==> config.mk <==
export PLATFORM = sky130hd
export DESIGN_NAME = multicycle_ctrl_fsm
export DESIGN_NICKNAME = d
export VERILOG_FILES = /design/src/rtl/ctrl_pkg.sv /design/src/rtl/ctrl_wait_cnt.sv /design/src/rtl/multicycle_ctrl_fsm.sv
export SDC_FILE = /design/constraint.sdc
export NUM_CORES = 1
export LEC_CHECK = 0
export CORE_MARGIN = 4
export CORE_UTILIZATION = 40
export CTS_CLUSTER_DIAMETER = 200
export DETAILED_ROUTE_END_ITERATION = 6
export HOLD_SLACK_MARGIN = 0.12
export PLACE_DENSITY = 0.79
export SYNTH_ARGS = -nofsm -noshare
export SYNTH_HDL_FRONTEND = slang
export SYNTH_SLANG_ARGS = --single-unit
==> constraint.sdc <==
create_clock -name clock -period 3.8 [get_ports clock]
set_clock_uncertainty 0.2 [all_clocks]
set_input_delay 0.76 -clock clock [delete_from_list [all_inputs] [get_ports clock]]
set_output_delay 0.76 -clock clock [all_outputs]
set_load 0.1 [all_outputs]
==> src/rtl/ctrl_pkg.sv <==
// Shared encodings for the multicycle MIPS controller: opcodes, funct codes,
// FSM states and datapath mux select values.
package ctrl_pkg;

  localparam logic [5:0] OP_RTYPE = 6'd0;
  localparam logic [5:0] OP_J     = 6'd2;
  localparam logic [5:0] OP_BEQ   = 6'd4;
  localparam logic [5:0] OP_ADDI  = 6'd8;
  localparam logic [5:0] OP_LW    = 6'd35;
  localparam logic [5:0] OP_SW    = 6'd43;

  localparam logic [5:0] FN_ADD = 6'h20;
  localparam logic [5:0] FN_SUB = 6'h22;
  localparam logic [5:0] FN_AND = 6'h24;
  localparam logic [5:0] FN_OR  = 6'h25;
  localparam logic [5:0] FN_SLT = 6'h2A;

  typedef enum logic [4:0] {
    S_RST, S_FETCH, S_MWAIT_F, S_IR_LOAD, S_DECODE,
    S_EXEC_R, S_WB_R, S_EXEC_I, S_WB_I, S_ADDR,
    S_MEM_RD, S_MEM_WR, S_MEM_WB, S_BRANCH, S_JUMP, S_ILLEGAL
  } state_e;

  localparam logic [2:0] IORD_PC     = 3'b100;
  localparam logic [2:0] IORD_ALUOUT = 3'b001;

  localparam logic [2:0] PCSRC_ALU    = 3'b000;
  localparam logic [2:0] PCSRC_ALUOUT = 3'b001;
  localparam logic [2:0] PCSRC_JUMP   = 3'b010;

  localparam logic [2:0] ALU_AND = 3'b000;
  localparam logic [2:0] ALU_ADD = 3'b001;
  localparam logic [2:0] ALU_SUB = 3'b010;
  localparam logic [2:0] ALU_OR  = 3'b011;
  localparam logic [2:0] ALU_SLT = 3'b111;

  localparam logic [1:0] SRCA_PC = 2'b00;
  localparam logic [1:0] SRCA_A  = 2'b10;

  localparam logic [2:0] SRCB_B      = 3'b000;
  localparam logic [2:0] SRCB_FOUR   = 3'b001;
  localparam logic [2:0] SRCB_IMM    = 3'b010;
  localparam logic [2:0] SRCB_IMM_SH = 3'b011;

  localparam logic [3:0] M2R_ALUOUT = 4'b0000;
  localparam logic [3:0] M2R_MDR    = 4'b0001;

  localparam logic [1:0] RDST_RT = 2'b00;
  localparam logic [1:0] RDST_RD = 2'b11;

  // Returns {supported, alu_op}; unsupported funct codes report ALU_AND.
  function automatic logic [3:0] func_decode(input logic [5:0] fn);
    case (fn)
      FN_ADD:  return {1'b1, ALU_ADD};
      FN_SUB:  return {1'b1, ALU_SUB};
      FN_AND:  return {1'b1, ALU_AND};
      FN_OR:   return {1'b1, ALU_OR};
      FN_SLT:  return {1'b1, ALU_SLT};
      default: return {1'b0, ALU_AND};
    endcase
  endfunction

endpackage

==> src/rtl/ctrl_wait_cnt.sv <==
// Memory wait-state counter: loads a preset, counts down to zero and holds there.
module ctrl_wait_cnt #(
  parameter int WAIT_W = 4
) (
  input  logic              clock,
  input  logic              reset,
  input  logic              load,
  input  logic              dec,
  input  logic [WAIT_W-1:0] load_val,
  output logic              last,
  output logic              zero
);

  logic [WAIT_W-1:0] cnt_q, cnt_d;

  always_comb begin
    cnt_d = cnt_q;
    if (load) begin
      cnt_d = load_val;
    end else if (dec && (cnt_q != '0)) begin
      cnt_d = cnt_q - 1'b1;
    end
  end

  always_ff @(posedge clock) begin
    if (reset) begin
      cnt_q <= '0;
    end else begin
      cnt_q <= cnt_d;
    end
  end

  assign last = (cnt_q == WAIT_W'(1));
  assign zero = (cnt_q == '0);

endmodule

==> src/rtl/multicycle_ctrl_fsm.sv <==
// Multicycle MIPS control unit (R-type, addi, lw, sw, beq, j) with memory wait states.
// Define CTRL_ILLEGAL_TRAP_EN to make the illegal-instruction state a sticky trap.
module multicycle_ctrl_fsm
  import ctrl_pkg::*;
#(
  parameter int MEM_WAIT_CYCLES = 1,
  parameter int WAIT_W          = 4
) (
  input  logic       clock,
  input  logic       reset,
  input  logic [5:0] opcode,
  input  logic [5:0] func,
  input  logic       zero,
  output logic       Reset,
  output logic       PCWrite,
  output logic [2:0] IorD,
  output logic       MemWrite,
  output logic       MDRWrite,
  output logic       IRWrite,
  output logic [3:0] MemToReg,
  output logic       RegWrite,
  output logic [1:0] RegDst,
  output logic [2:0] PCSrc,
  output logic [2:0] ALUop,
  output logic [1:0] ALUSrcA,
  output logic [2:0] ALUSrcB,
  output logic       ALUout,
  output logic       AWrite,
  output logic       BWrite,
  output logic       illegal_op
);

  localparam logic [WAIT_W-1:0] WAIT_LD  = WAIT_W'(MEM_WAIT_CYCLES);
  localparam bit                HAS_WAIT = (MEM_WAIT_CYCLES > 0);

  state_e     state_q, state_d;
  logic       wcnt_load, wcnt_dec, wcnt_last, wcnt_zero;
  logic [3:0] fdec;

  assign fdec = func_decode(func);

  ctrl_wait_cnt #(.WAIT_W(WAIT_W)) u_wait_cnt (
    .clock    (clock),
    .reset    (reset),
    .load     (wcnt_load),
    .dec      (wcnt_dec),
    .load_val (WAIT_LD),
    .last     (wcnt_last),
    .zero     (wcnt_zero)
  );

  // Data-memory states stay put until the counter drains, so they span M+1 cycles.
  always_comb begin
    state_d   = state_q;
    wcnt_load = 1'b0;
    wcnt_dec  = 1'b0;
    case (state_q)
      S_RST:     state_d = S_FETCH;
      S_FETCH: begin
        wcnt_load = 1'b1;
        state_d   = HAS_WAIT ? S_MWAIT_F : S_IR_LOAD;
      end
      S_MWAIT_F: begin
        wcnt_dec = 1'b1;
        if (wcnt_last) state_d = S_IR_LOAD;
      end
      S_IR_LOAD: state_d = S_DECODE;
      S_DECODE: begin
        case (opcode)
          OP_RTYPE:     state_d = S_EXEC_R;
          OP_ADDI:      state_d = S_EXEC_I;
          OP_LW, OP_SW: state_d = S_ADDR;
          OP_BEQ:       state_d = S_BRANCH;
          OP_J:         state_d = S_JUMP;
          default:      state_d = S_ILLEGAL;
        endcase
      end
      S_EXEC_R:  state_d = fdec[3] ? S_WB_R : S_ILLEGAL;
      S_EXEC_I:  state_d = S_WB_I;
      S_ADDR: begin
        wcnt_load = 1'b1;
        state_d   = (opcode == OP_LW) ? S_MEM_RD : S_MEM_WR;
      end
      S_MEM_RD: begin
        wcnt_dec = 1'b1;
        if (wcnt_zero) state_d = S_MEM_WB;
      end
      S_MEM_WR: begin
        wcnt_dec = 1'b1;
        if (wcnt_zero) state_d = S_FETCH;
      end
      S_WB_R, S_WB_I, S_MEM_WB, S_BRANCH, S_JUMP: state_d = S_FETCH;
`ifdef CTRL_ILLEGAL_TRAP_EN
      S_ILLEGAL: state_d = S_ILLEGAL;
`else
      S_ILLEGAL: state_d = S_FETCH;
`endif
      default:   state_d = S_RST;
    endcase
    if (reset) state_d = S_RST;
  end

`ifdef CTRL_ILLEGAL_TRAP_EN
  logic illegal_q, illegal_d;
  assign illegal_d  = illegal_q | (state_q == S_ILLEGAL);
  assign illegal_op = illegal_d;
`else
  assign illegal_op = 1'b0;
`endif

  always_ff @(posedge clock) begin
    state_q <= state_d;
`ifdef CTRL_ILLEGAL_TRAP_EN
    illegal_q <= reset ? 1'b0 : illegal_d;
`endif
  end

  // Moore decode; the branch PC write is the only zero-qualified output.
  always_comb begin
    Reset    = 1'b0;
    PCWrite  = 1'b0;
    IorD     = 3'b000;
    MemWrite = 1'b0;
    MDRWrite = 1'b0;
    IRWrite  = 1'b0;
    MemToReg = M2R_ALUOUT;
    RegWrite = 1'b0;
    RegDst   = RDST_RT;
    PCSrc    = PCSRC_ALU;
    ALUop    = ALU_AND;
    ALUSrcA  = SRCA_PC;
    ALUSrcB  = SRCB_B;
    ALUout   = 1'b0;
    AWrite   = 1'b0;
    BWrite   = 1'b0;
    case (state_q)
      S_RST: Reset = 1'b1;
      S_FETCH: begin
        IorD    = IORD_PC;
        ALUSrcA = SRCA_PC;
        ALUSrcB = SRCB_FOUR;
        ALUop   = ALU_ADD;
        PCSrc   = PCSRC_ALU;
        PCWrite = 1'b1;
      end
      S_MWAIT_F: IorD = IORD_PC;
      S_IR_LOAD: begin
        IRWrite = 1'b1;
        IorD    = IORD_PC;
      end
      S_DECODE: begin
        AWrite  = 1'b1;
        BWrite  = 1'b1;
        ALUSrcA = SRCA_PC;
        ALUSrcB = SRCB_IMM_SH;
        ALUop   = ALU_ADD;
        ALUout  = 1'b1;
      end
      S_EXEC_R: begin
        ALUSrcA = SRCA_A;
        ALUSrcB = SRCB_B;
        ALUop   = fdec[2:0];
        ALUout  = fdec[3];
      end
      S_WB_R: begin
        RegWrite = 1'b1;
        RegDst   = RDST_RD;
        MemToReg = M2R_ALUOUT;
      end
      S_EXEC_I, S_ADDR: begin
        ALUSrcA = SRCA_A;
        ALUSrcB = SRCB_IMM;
        ALUop   = ALU_ADD;
        ALUout  = 1'b1;
      end
      S_WB_I: begin
        RegWrite = 1'b1;
        RegDst   = RDST_RT;
        MemToReg = M2R_ALUOUT;
      end
      S_MEM_RD: begin
        IorD     = IORD_ALUOUT;
        MDRWrite = wcnt_zero;
      end
      S_MEM_WR: begin
        IorD     = IORD_ALUOUT;
        MemWrite = 1'b1;
      end
      S_MEM_WB: begin
        RegWrite = 1'b1;
        RegDst   = RDST_RT;
        MemToReg = M2R_MDR;
      end
      S_BRANCH: begin
        ALUSrcA = SRCA_A;
        ALUSrcB = SRCB_B;
        ALUop   = ALU_SUB;
        PCSrc   = PCSRC_ALUOUT;
        PCWrite = zero;
      end
      S_JUMP: begin
        PCSrc   = PCSRC_JUMP;
        PCWrite = 1'b1;
      end
      default: ;
    endcase
  end

endmodule

# Word-level counts from Yosys, hierarchy flattened

Index checks and enable logic that the tools add are counted.

Reduce and logical (&&, ||, !) cells: 20
Eq/ne operators: 29
Muxes and demuxes: 27
Add/sub/neg operators: 1

Operators by type and width:

| operator                                       | count |
|---|---|
| one-hot mux 5 bit (10 select lines)            | 1 |
| == test 6 bit (second input constant)          | 7 |
| == test 5 x 4 -> 1 bit (second input constant) | 8 |
| one-hot mux 4 bit (5 select lines)             | 2 |
| == test 5 x 3 -> 1 bit (second input constant) | 4 |
| two-way mux 5 bit                              | 3 |
| two-way mux 1 bit                              | 12 |
| OR reduction 2 bit                             | 6 |
| OR reduction 3 bit                             | 4 |
| == test 5 x 2 -> 1 bit (second input constant) | 2 |
| one-hot mux 3 bit (3 select lines)             | 1 |
| OR reduction 4 bit                             | 2 |
| OR reduction 7 bit                             | 1 |
| == test 6 x 2 -> 1 bit (second input constant) | 1 |
| == test 6 x 3 -> 1 bit (second input constant) | 1 |
| == test 6 x 4 -> 1 bit (second input constant) | 1 |
| logical NOT 6 bit                              | 1 |
| one-hot mux 2 bit (3 select lines)             | 1 |
| one-hot mux 3 bit (2 select lines)             | 1 |
| == test 5 x 1 -> 1 bit (second input constant) | 1 |
| logical NOT 5 bit                              | 1 |
| == test 4 x 1 -> 1 bit (second input constant) | 1 |
| logical NOT 4 bit                              | 1 |
| two-way mux 2 bit                              | 2 |
| 10 further kinds                               | 12 |

Register bits after elaboration: 9
Word-level logic and storage cells: 80
Output and inout port bits: 30
Input port bits: 15

# Logic depth before layout (Yosys ltp)

Gate-level depths: netlist of run 1.

Word-level depth: 6
Depth in mapped cells: 6

# Cells and area by module

From an unflattened synthesis of run 1, not the netlist that was laid out.

Cell total of the unflattened synthesis: 152
Area, all modules: 1,047.3 um2

By module, submodules not included:

| module              | cells an instance | times used | area an instance (um2) |
|---|---|---|---|
| multicycle_ctrl_fsm | 121               | 1          | 764.5 |
| ctrl_wait_cnt       | 31                | 1          | 282.8 |

# Worst setup path before layout of run 1

OpenSTA, ideal clock, no wires.

Kind: reg-to-output
Start point: register state_q[1]
End point: output port ALUout
Arrival time: 3,996 ps
Stages on the path, launching flop included: 6
Slack: -1,156 ps
Path buffers: 1
Path through: dfxtp_1 > buf_4 > inv_1 > nor2_1 > o32ai_1 > o21bai_1

Word-level cells in the longest chain between the ends: 3

RTL lines:

| what                                                             | RTL line                   | text |
|---|---|---|
| from (decl)                                                      | multicycle_ctrl_fsm.sv:36  | `state_e state_q, state_d;` |
| from (signal assigned)                                           | multicycle_ctrl_fsm.sv:112 | `state_q <= state_d;` |
| == test 5 x 3 -> 1 bit or == test 5 x 4 -> 1 bit (tied branches) | multicycle_ctrl_fsm.sv:136 | `case (state_q)` |
| OR reduction 3 bit (no line)                                     | --                         |  |
| one-hot mux 1 bit (2 select lines) *                             | multicycle_ctrl_fsm.sv:136 |  |
| to (decl)                                                        | multicycle_ctrl_fsm.sv:27  | `output logic ALUout,` |

Mark *: on every way between the ends. The rest lies on a longest branch, timed or not.

# Final worst setup path of run 1

Start point: input port func[1]
End point: output port ALUop[0]

Word-level cells in the longest chain between the ends: 3

RTL lines:

| what                                 | RTL line                   | text |
|---|---|---|
| from (decl)                          | multicycle_ctrl_fsm.sv:12  | `input logic [5:0] func,` |
| == test 6 bit                        | ctrl_pkg.sv:53             | `case (fn)` |
| one-hot mux 4 bit (5 select lines) * | ctrl_pkg.sv:53             |  |
| one-hot mux 3 bit (3 select lines) * | multicycle_ctrl_fsm.sv:136 |  |
| to (decl)                            | multicycle_ctrl_fsm.sv:24  | `output logic [2:0] ALUop,` |

Marks and branches as above.

==> results.toml, run 1 <==
[routing]
drtIter0Drc = 31
post_drt_via_cell_ratio = 5.617
first_pass_iters = 4
final_antenna_net_count = 0
vias = 1101
routedWlPerCell_um = 13.92
drc_errors = 0
wl_mm = 2.728

[global_routing]
grt_max_degree = 25
grt_usage = 0.1641
antenna_found_initial = 0
grt_pass1_vias = 952
gr-total-overflow = 0
grt_pass1_wl_mm = 4.409

[flow_run]
max-cap-violations = 0

[clock_tree]
root_buffer = "clkbuf_4"
h-tree-depth = 1
cts_resized = 0
clk_latency_ps = 260
ctsHoldBuffers = 0
cts_max_path_buffers = 2
cts_setup_buffers = 0
cts_buffers = 3
clk_pin_slew_ps = 50
cts_tree = "built"
cts_sinks = 8

[critical_path]
r2r-end = "state_q[0]$_SDFFE_PP0P_"
cp_slowest_stage_delay_ps = 480
cp_max_fo = 5
crit_required_ps = 2840
crit_family = "buffers and inverters"
rrSetupSlack_ps = 1740
worstPathCellList = "clkdlybuf4s50_1 -> xor2_1 -> o31ai_1 -> a31oi_1 -> o31ai_2 -> buf_12"
path_buf_inv = 2
r2r_cells = 4
reg2reg_from = "state_q[3]$_SDFFE_PP0P_"
cp-start-kind = "input pin"
cp.arrival_ps = 2340
slowest_stage = "clkdlybuf4s50_1"
cp-end-kind = "primary output"
worst-setup-path-type = "in2out"

[floorplan]
core_area_mm2 = 0.002276
num_rows = 17
start_util = 0.4338
die_h_um = 57.68
dieArea_mm2 = 0.003327
io_pins = 45
die_w_um = 57.68

[synthesis]
synth_top_area_share = 0.1622
ys_top_cells_by_area = "dfxtp_1 16%, buf_4 9.1%, nor2_1 6.5%"
syn_inst = 138
synth-seq-cells = 8
ys_types = 49
synth_flop_cell = "dfxtp_1"
synth_top_cell_by_area = "dfxtp_1"
ys_seq_area_frac = 0.1622
syn_avg_cell_area_um2 = 7.154
ys_warn_count = 0
synthArstFlopShare = 0
yosysMostFrequentCell = "nor2_1"
synth_common_cells = "17 x nor2_1, 12 x buf_4, 10 x nand2_1"
synth-edff-count = 0
syn_area_um2 = 987.2

[min_path]
whs_path_depth = 2
hold_end = "u_wait_cnt.cnt_q[1]$_SDFFE_PP0P_"
hp-start = "u_wait_cnt.cnt_q[1]$_SDFFE_PP0P_"
hp-class = "reg2reg"

[sta]
fin_crit_sh = 0.8677
setup-tns-final_ps = 0
finalSetupViolCount = 0
slew_violations = 0
hold_violations = 0
fmax_mhz = 303.3
rsz0062_at_grt = "false"
slew-limit-headroom = 0.4824
tightest_slew_ps = 775.3
fin_crit_ps = 3297

[final_layout]
finish.net_count = 187
drive_above_1_share = 0.2381
fillers = 209
stdcell_count = 196
utilization = 0.5899
area_growth_pct = 36.00
seq_area_um2 = 160.2
multiInputGateArea_um2 = 747.0
diodes = 0
design_area_mm2 = 0.001343

[placed_design]
place.port_buffers = 36
gp_congestion = 0.8281
hpwl_mm = 2.198
place_area_mm2 = 0.001320
dp.cells = 193

[outcome]
status = "completed"
sequential cells by signal, summed over array words and instances, names as in the netlist:
signal,count
state_q,4
u_wait_cnt.cnt_q,4
metrics by stage:
stage | setup WS (ps) | hold slack [ps]
final | 502.6 | 369.0
after global routing | 436.8 | 399.3
after CTS | 532.9 | 378.3
after detailed placement | 535.0 | 370.1
after global placement | 583.1 | 327.4
after floorplan | -558.9 | 309.1
per-layer routing:
| metal | track usage | wire [um] | vias up |
|---|---|---|---|
| li1 | - | - | 544 |
| met1 | 0.2169 | 1179 | 507 |
| met2 | 0.2661 | 1300 | 48 |
| met3 | 0.05568 | 240 | 2 |
| met4 | 0.01987 | 8 | 0 |
| met5 | 0 | 0 | - |
final cells by class:
cell class,count,area share
multi-input combinational,116,0.5564
tap,28,0.02610
clock buffer,3,0.01678
timing repair buffer,37,0.2703
sequential,8,0.1193
inverter,4,0.01118
cell families after synthesis:
logic type,synth area share
buffers and inverters,0.1305
muxes,0.01014
AOI/OAI and AO/OA,0.2548
adders and majority gates,0.02534
DFF,0.1622
and+or+nand+nor,0.3688
other,0.003799
xor gates and xnor gates,0.04437
placed cells by master, fill, tap and decap left out, types with 3 or more instances in the layout:
| cell type | count |
|---|---|
| nand2_1 | 10 |
| buf_4 | 19 |
| nor2_1 | 17 |
| nor2b_1 | 3 |
| conb_1 | 8 |
| clkdlybuf4s50_1 | 14 |
| buf_12 | 4 |
| o21ai_0 | 4 |
| dfxtp_1 | 8 |
| nand3_1 | 5 |
| xor2_1 | 3 |
| inv_1 | 4 |
| nand2b_1 | 6 |
| a21oi_1 | 5 |
| o31ai_1 | 3 |
| clkbuf_4 | 3 |
| nor3_1 | 7 |
worst max-delay path by stage:
stage                                  from        to  slack (ps)  cells after the start
finish                              func[1]  ALUop[0]         500                      6
global route                        func[1]  ALUop[0]         440                      6
CTS                                 func[1]  ALUop[0]         530                      6
detailed placement                  func[1]  ALUop[0]         530                      6
global placement                    func[1]  ALUop[0]         580                      6
floorplan           state_q[3]$_SDFFE_PP0P_    BWrite        -560                      4
worst reg2reg max path: stages (launching register included):
cell	delay, ps
dfxtp_1	820
nand2_1	290
a211oi_1	360
a211o_1	150
a32o_1	160
Power of run 1 is left out: the tool's default activity adds up to more than one toggle a clock period on the data nets, which glitch-free logic cannot reach.
==> run 2: changes to the inputs <==
- GPL_TIMING_DRIVEN: default -> 0
==> results.toml, run 2 (same netlist as run 1, synthesis figures left out) <==
[placed_design]
place.port_buffers = 36
gp_congestion = 0.9354
hpwl_mm = 2.319
dp.cells = 209

[floorplan]
core_area_mm2 = 0.002276
die_w_um = 57.68
die_h_um = 57.68
start_util = 0.4338
num_rows = 17
io_pins = 45
dieArea_mm2 = 0.003327

[clock_tree]
cts_buffers = 3
cts_sinks = 8
clk_latency_ps = 250
h-tree-depth = 1
cts_tree = "built"
ctsHoldBuffers = 0
cts_max_path_buffers = 2
root_buffer = "clkbuf_4"
clk_pin_slew_ps = 50

[sta]
fin_crit_ps = 3673
finalSetupViolCount = 0
fmax_mhz = 272.2
hold_violations = 0
rsz0062_at_grt = "false"
slew-limit-headroom = 0.3460
tightest_slew_ps = 978.0
fin_crit_sh = 0.9666
slew_violations = 0

[critical_path]
slowest_stage = "clkdlybuf4s15_1"
path_buf_inv = 2
worstPathCellList = "clkdlybuf4s50_1 -> mux2i_1 -> nand3_1 -> o21bai_1 -> clkdlybuf4s15_1"
crit_required_ps = 2840
cp.arrival_ps = 2710
crit_start = "func[2]"
cp_num_cells = 5
reg2reg_from = "u_wait_cnt.cnt_q[0]$_SDFFE_PP0P_"
r2r_cells = 5
cp_max_fo = 4
cp_slowest_stage_delay_ps = 840
rrSetupSlack_ps = 2020
r2r-end = "state_q[0]$_SDFFE_PP0P_"
crit_family = "buffers and inverters"
cp-start-kind = "input pin"
worst-setup-path-type = "in2out"
cp-end-kind = "primary output"

[global_routing]
gr-total-overflow = 0
grt_pass1_vias = 1062
grt_pass1_wl_mm = 4.581
grt_usage = 0.1689
antenna_found_initial = 0
grt_max_degree = 11

[final_layout]
final_common_cell = "clkdlybuf4s50_1"
stdcell_count = 212
final_cell_mix = "32 x clkdlybuf4s50_1, 17 x nor2_1, 12 x buf_4"
area_growth_pct = 47.15
reg_top3 = "state_q (4), u_wait_cnt.cnt_q (4)"
utilization = 0.6383
finish.net_count = 203
diodes = 0
drive_above_1_share = 0.1848

[flow_run]
max-cap-violations = 0

[power]
power_density_mw_per_mm2 = 936.1
finalPower_uw = 1360
p_leak_uw = 0.0005791
irDropWorstVdd_uv = 756.7

[min_path]
hp-start = "u_wait_cnt.cnt_q[1]$_SDFFE_PP0P_"
hold_end = "u_wait_cnt.cnt_q[1]$_SDFFE_PP0P_"
whs_path_depth = 2
hp-class = "reg2reg"

[routing]
vias = 1141
drtIter0Drc = 34
routedWlPerCell_um = 13.19
first_pass_iters = 4
post_drt_via_cell_ratio = 5.382
wl_mm = 2.797
drc_errors = 0
final_antenna_net_count = 0

[outcome]
status = "completed"
-- run 2: changes by cell type in the layout (fill, tap and decap cells not counted), moves of 2 or more --
cell             before  now
buf_2                 0    4
dlygate4sd2_1         0    2
buf_12                4    0
buf_4                19   12
clkdlybuf4s50_1      14   32
-- run 2: what timing repair did --
action / CTS / global route
endpoints found under the setup margin: 4 / 1
gates resized for setup: 6 / 1
gates cloned: 0 / 0
setup buffers: 0 / 0
-- run 2: layout make-up --
| cell class | count | area, um2 |
|---|---|---|
| Fill cell | 210 | 823.3 |
| Multi-Input combinational cell | 116 | 747.0 |
| Timing Repair Buffer | 36 | 359.1 |
| Sequential cell | 8 | 160.2 |
| Buffer | 17 | 113.9 |
| Tap cell | 28 | 35.03 |
| Clock buffer | 3 | 22.52 |
| Inverter | 4 | 15.01 |
-- run 2: how the worst max path moves through the flow --
| stage | slack [ps] | endpoint |
|---|---|---|
| 5_1_grt | 10 | ALUout |
| 3_5_place_dp | -340 | ALUop[0] |
| 3_3_place_gp | -320 | ALUop[0] |
| 4_1_cts | 110 | ALUout |
| 6_report | 130 | ALUout |
| 2_1_floorplan | -560 | BWrite |
-- run 2: routing by layer --
layer	global-route usage	routed length, um
met2	0.2742	1301
met3	0.03341	198
met1	0.2282	1284
met4	0.04305	12
met5	0	0
-- run 2: worst register-to-register path: stages (launching register included) --
cell and delay [ps]:
dfxtp_1 340, inv_1 70, ha_1 180, or3b_4 430, a311oi_2 340, a32o_1 170
-- run 2: metrics by stage --
stage | area (um2) | setup slack [ps] | hold slack (ps) | setup TNS [ps]
final | 1453 | 126.8 | 357.9 | 0
after global routing | 1453 | 13.43 | 379.5 | 0
after CTS | 1451 | 114.6 | 363.4 | 0
after detailed placement | 1431 | -342.7 | 355.3 | -680.2
after global placement | 1431 | -321.1 | 330.0 | -602.0
after floorplan | 1036 | -558.9 | 309.1 | -1185
-- run 2: where the power goes --
| part | switching (uW) | leakage [uW] | total [uW] | internal (uW) |
|---|---|---|---|---|
| clock | 26.1 | 0.0000138 | 62.1 | 36.0 |
| combinational | 835 | 0.000500 | 1160 | 321 |
| sequential | 31.4 | 0.0000655 | 143 | 111 |
| total | 892 | 0.000579 | 1360 | 468 |
Note: power is estimated with default switching activity, not from simulation.
==> run 3: changes to the inputs <==
- HOLD_SLACK_MARGIN: 0.12 -> 0.1
- clock period: 3.8 -> 3.5 ns (I/O delays scaled with it)
==> results.toml, run 3 (same netlist as run 1, synthesis figures left out) <==
[floorplan]
io_pins = 45
die_h_um = 57.68
num_rows = 17
core_area_mm2 = 0.002276
dieArea_mm2 = 0.003327
die_w_um = 57.68
start_util = 0.4338

[final_layout]
reg_top3 = "state_q (4), u_wait_cnt.cnt_q (4)"
fillers = 212
finish.net_count = 203
area_growth_pct = 47.15
final_cell_mix = "25 x clkdlybuf4s50_1, 17 x nor2_1, 12 x buf_4"
drive_above_1_share = 0.2011
multiInputGateArea_um2 = 747.0
final_common_cell = "clkdlybuf4s50_1"
seq_area_um2 = 160.2
design_area_mm2 = 0.001453
diodes = 0

[placed_design]
place_area_mm2 = 0.001431
place.port_buffers = 36
hpwl_mm = 2.319
gp_congestion = 0.9354

[global_routing]
grt_pass1_wl_mm = 4.581
grt_usage = 0.1689
antenna_found_initial = 0
grt_max_degree = 11
gr-total-overflow = 0
grt_pass1_vias = 1062

[clock_tree]
clk_latency_ps = 250
h-tree-depth = 1
cts_sinks = 8
cts_setup_buffers = 0
cts_tree = "built"
root_buffer = "clkbuf_4"
clk_pin_slew_ps = 50
cts_max_path_buffers = 2
cts_buffers = 3

[sta]
fmax_mhz = 291.6
slew-limit-headroom = 0.3497
slew_violations = 0
fin_crit_ps = 3430
rsz0062_at_grt = "false"
hold_violations = 0
tightest_slew_ps = 972.4
finalSetupViolCount = 0
fin_crit_sh = 0.9800
setup-tns-final_ps = 0

[routing]
drc_errors = 0
post_drt_via_cell_ratio = 5.387
final_antenna_net_count = 0
first_pass_iters = 4
drtIter0Drc = 37
vias = 1142
routedWlPerCell_um = 13.27
wl_mm = 2.814

[critical_path]
cp-start-kind = "flop"
reg2reg_from = "u_wait_cnt.cnt_q[0]$_SDFFE_PP0P_"
crit_required_ps = 2600
worstPathCellList = "buf_2 -> clkbuf_1 -> nor3_1 -> clkdlybuf4s50_1"
cp-end-kind = "primary output"
slowest_stage = "clkdlybuf4s50_1"
crit_family = "buffers and inverters"
cp.arrival_ps = 2530
worst-setup-path-type = "reg2out"
path_buf_inv = 3
crit_start = "state_q[3]$_SDFFE_PP0P_"
cp_slowest_stage_delay_ps = 1180
cp_max_fo = 10

[min_path]
hp-class = "reg2reg"
hp-start = "u_wait_cnt.cnt_q[1]$_SDFFE_PP0P_"

[power]
irDropWorstVdd_uv = 805.1
p_leak_uw = 0.0006541
power_density_mw_per_mm2 = 1015

[outcome]
status = "completed"

[flow_run]
max-cap-violations = 0
run 3: timing repair:
item                       CTS  global route
setup endpoints to repair    7             6
hold endpoints to repair     0             0
hold buffers                 0             0
resized for setup           11             8
run 3: per-layer routing:
layer / global-route usage / share of wire / wire length, um / vias up
li1: - / - / - / 574
met1: 0.2282 / 0.46 / 1300 / 527
met2: 0.2742 / 0.46 / 1303 / 39
met3: 0.03341 / 0.070 / 197 / 2
met4: 0.04305 / 0.0043 / 12 / 0
met5: 0 / 0 / 0 / -
run 3: per-stage QoR:
stage               hold slack [ps]  total power (uW)  utilization  worst slack [ps]  instances
floorplan                     309.1              1153            -            -798.9        145
global placement              330.0              1398       0.6289            -501.1        209
detailed placement            355.3              1409       0.6289            -522.7        209
CTS                           363.4              1474       0.6372             10.70        212
global route                  379.5              1546       0.6383             6.479        212
finish                        357.9              1474       0.6383             70.16        212
run 3: worst paths after layout:
check | to | slack (ps) | cells after the start
worst max-delay path | RegDst[0] | 70 | 4
worst min-delay path | u_wait_cnt.cnt_q[1]$_SDFFE_PP0P_ | 360 | 2
worst max register to register | state_q[0]$_SDFFE_PP0P_ | 1730 | 5
worst min register to register | u_wait_cnt.cnt_q[1]$_SDFFE_PP0P_ | 360 | 2
run 3: cell type report:
type                       instances  area share
sequential                         8      0.1103
tap                               28     0.02412
clock buffer                       3     0.01550
timing repair buffer              36      0.2472
buffer                            17     0.07838
inverter                           4     0.01034
multi-input combinational        116      0.5142
run 3: where the power goes:
| part | internal (uW) | switching [uW] |
|---|---|---|
| Sequential | 121 | 34.1 |
| Clock | 39.1 | 29.1 |
| Combinational | 345 | 906 |
| Total | 505 | 969 |
run 3: tightest hold or removal path, stage by stage, from the launching register on:
cell and delay, ps:
dfxtp_1 320, nor2_1 140, a211oi_2 50
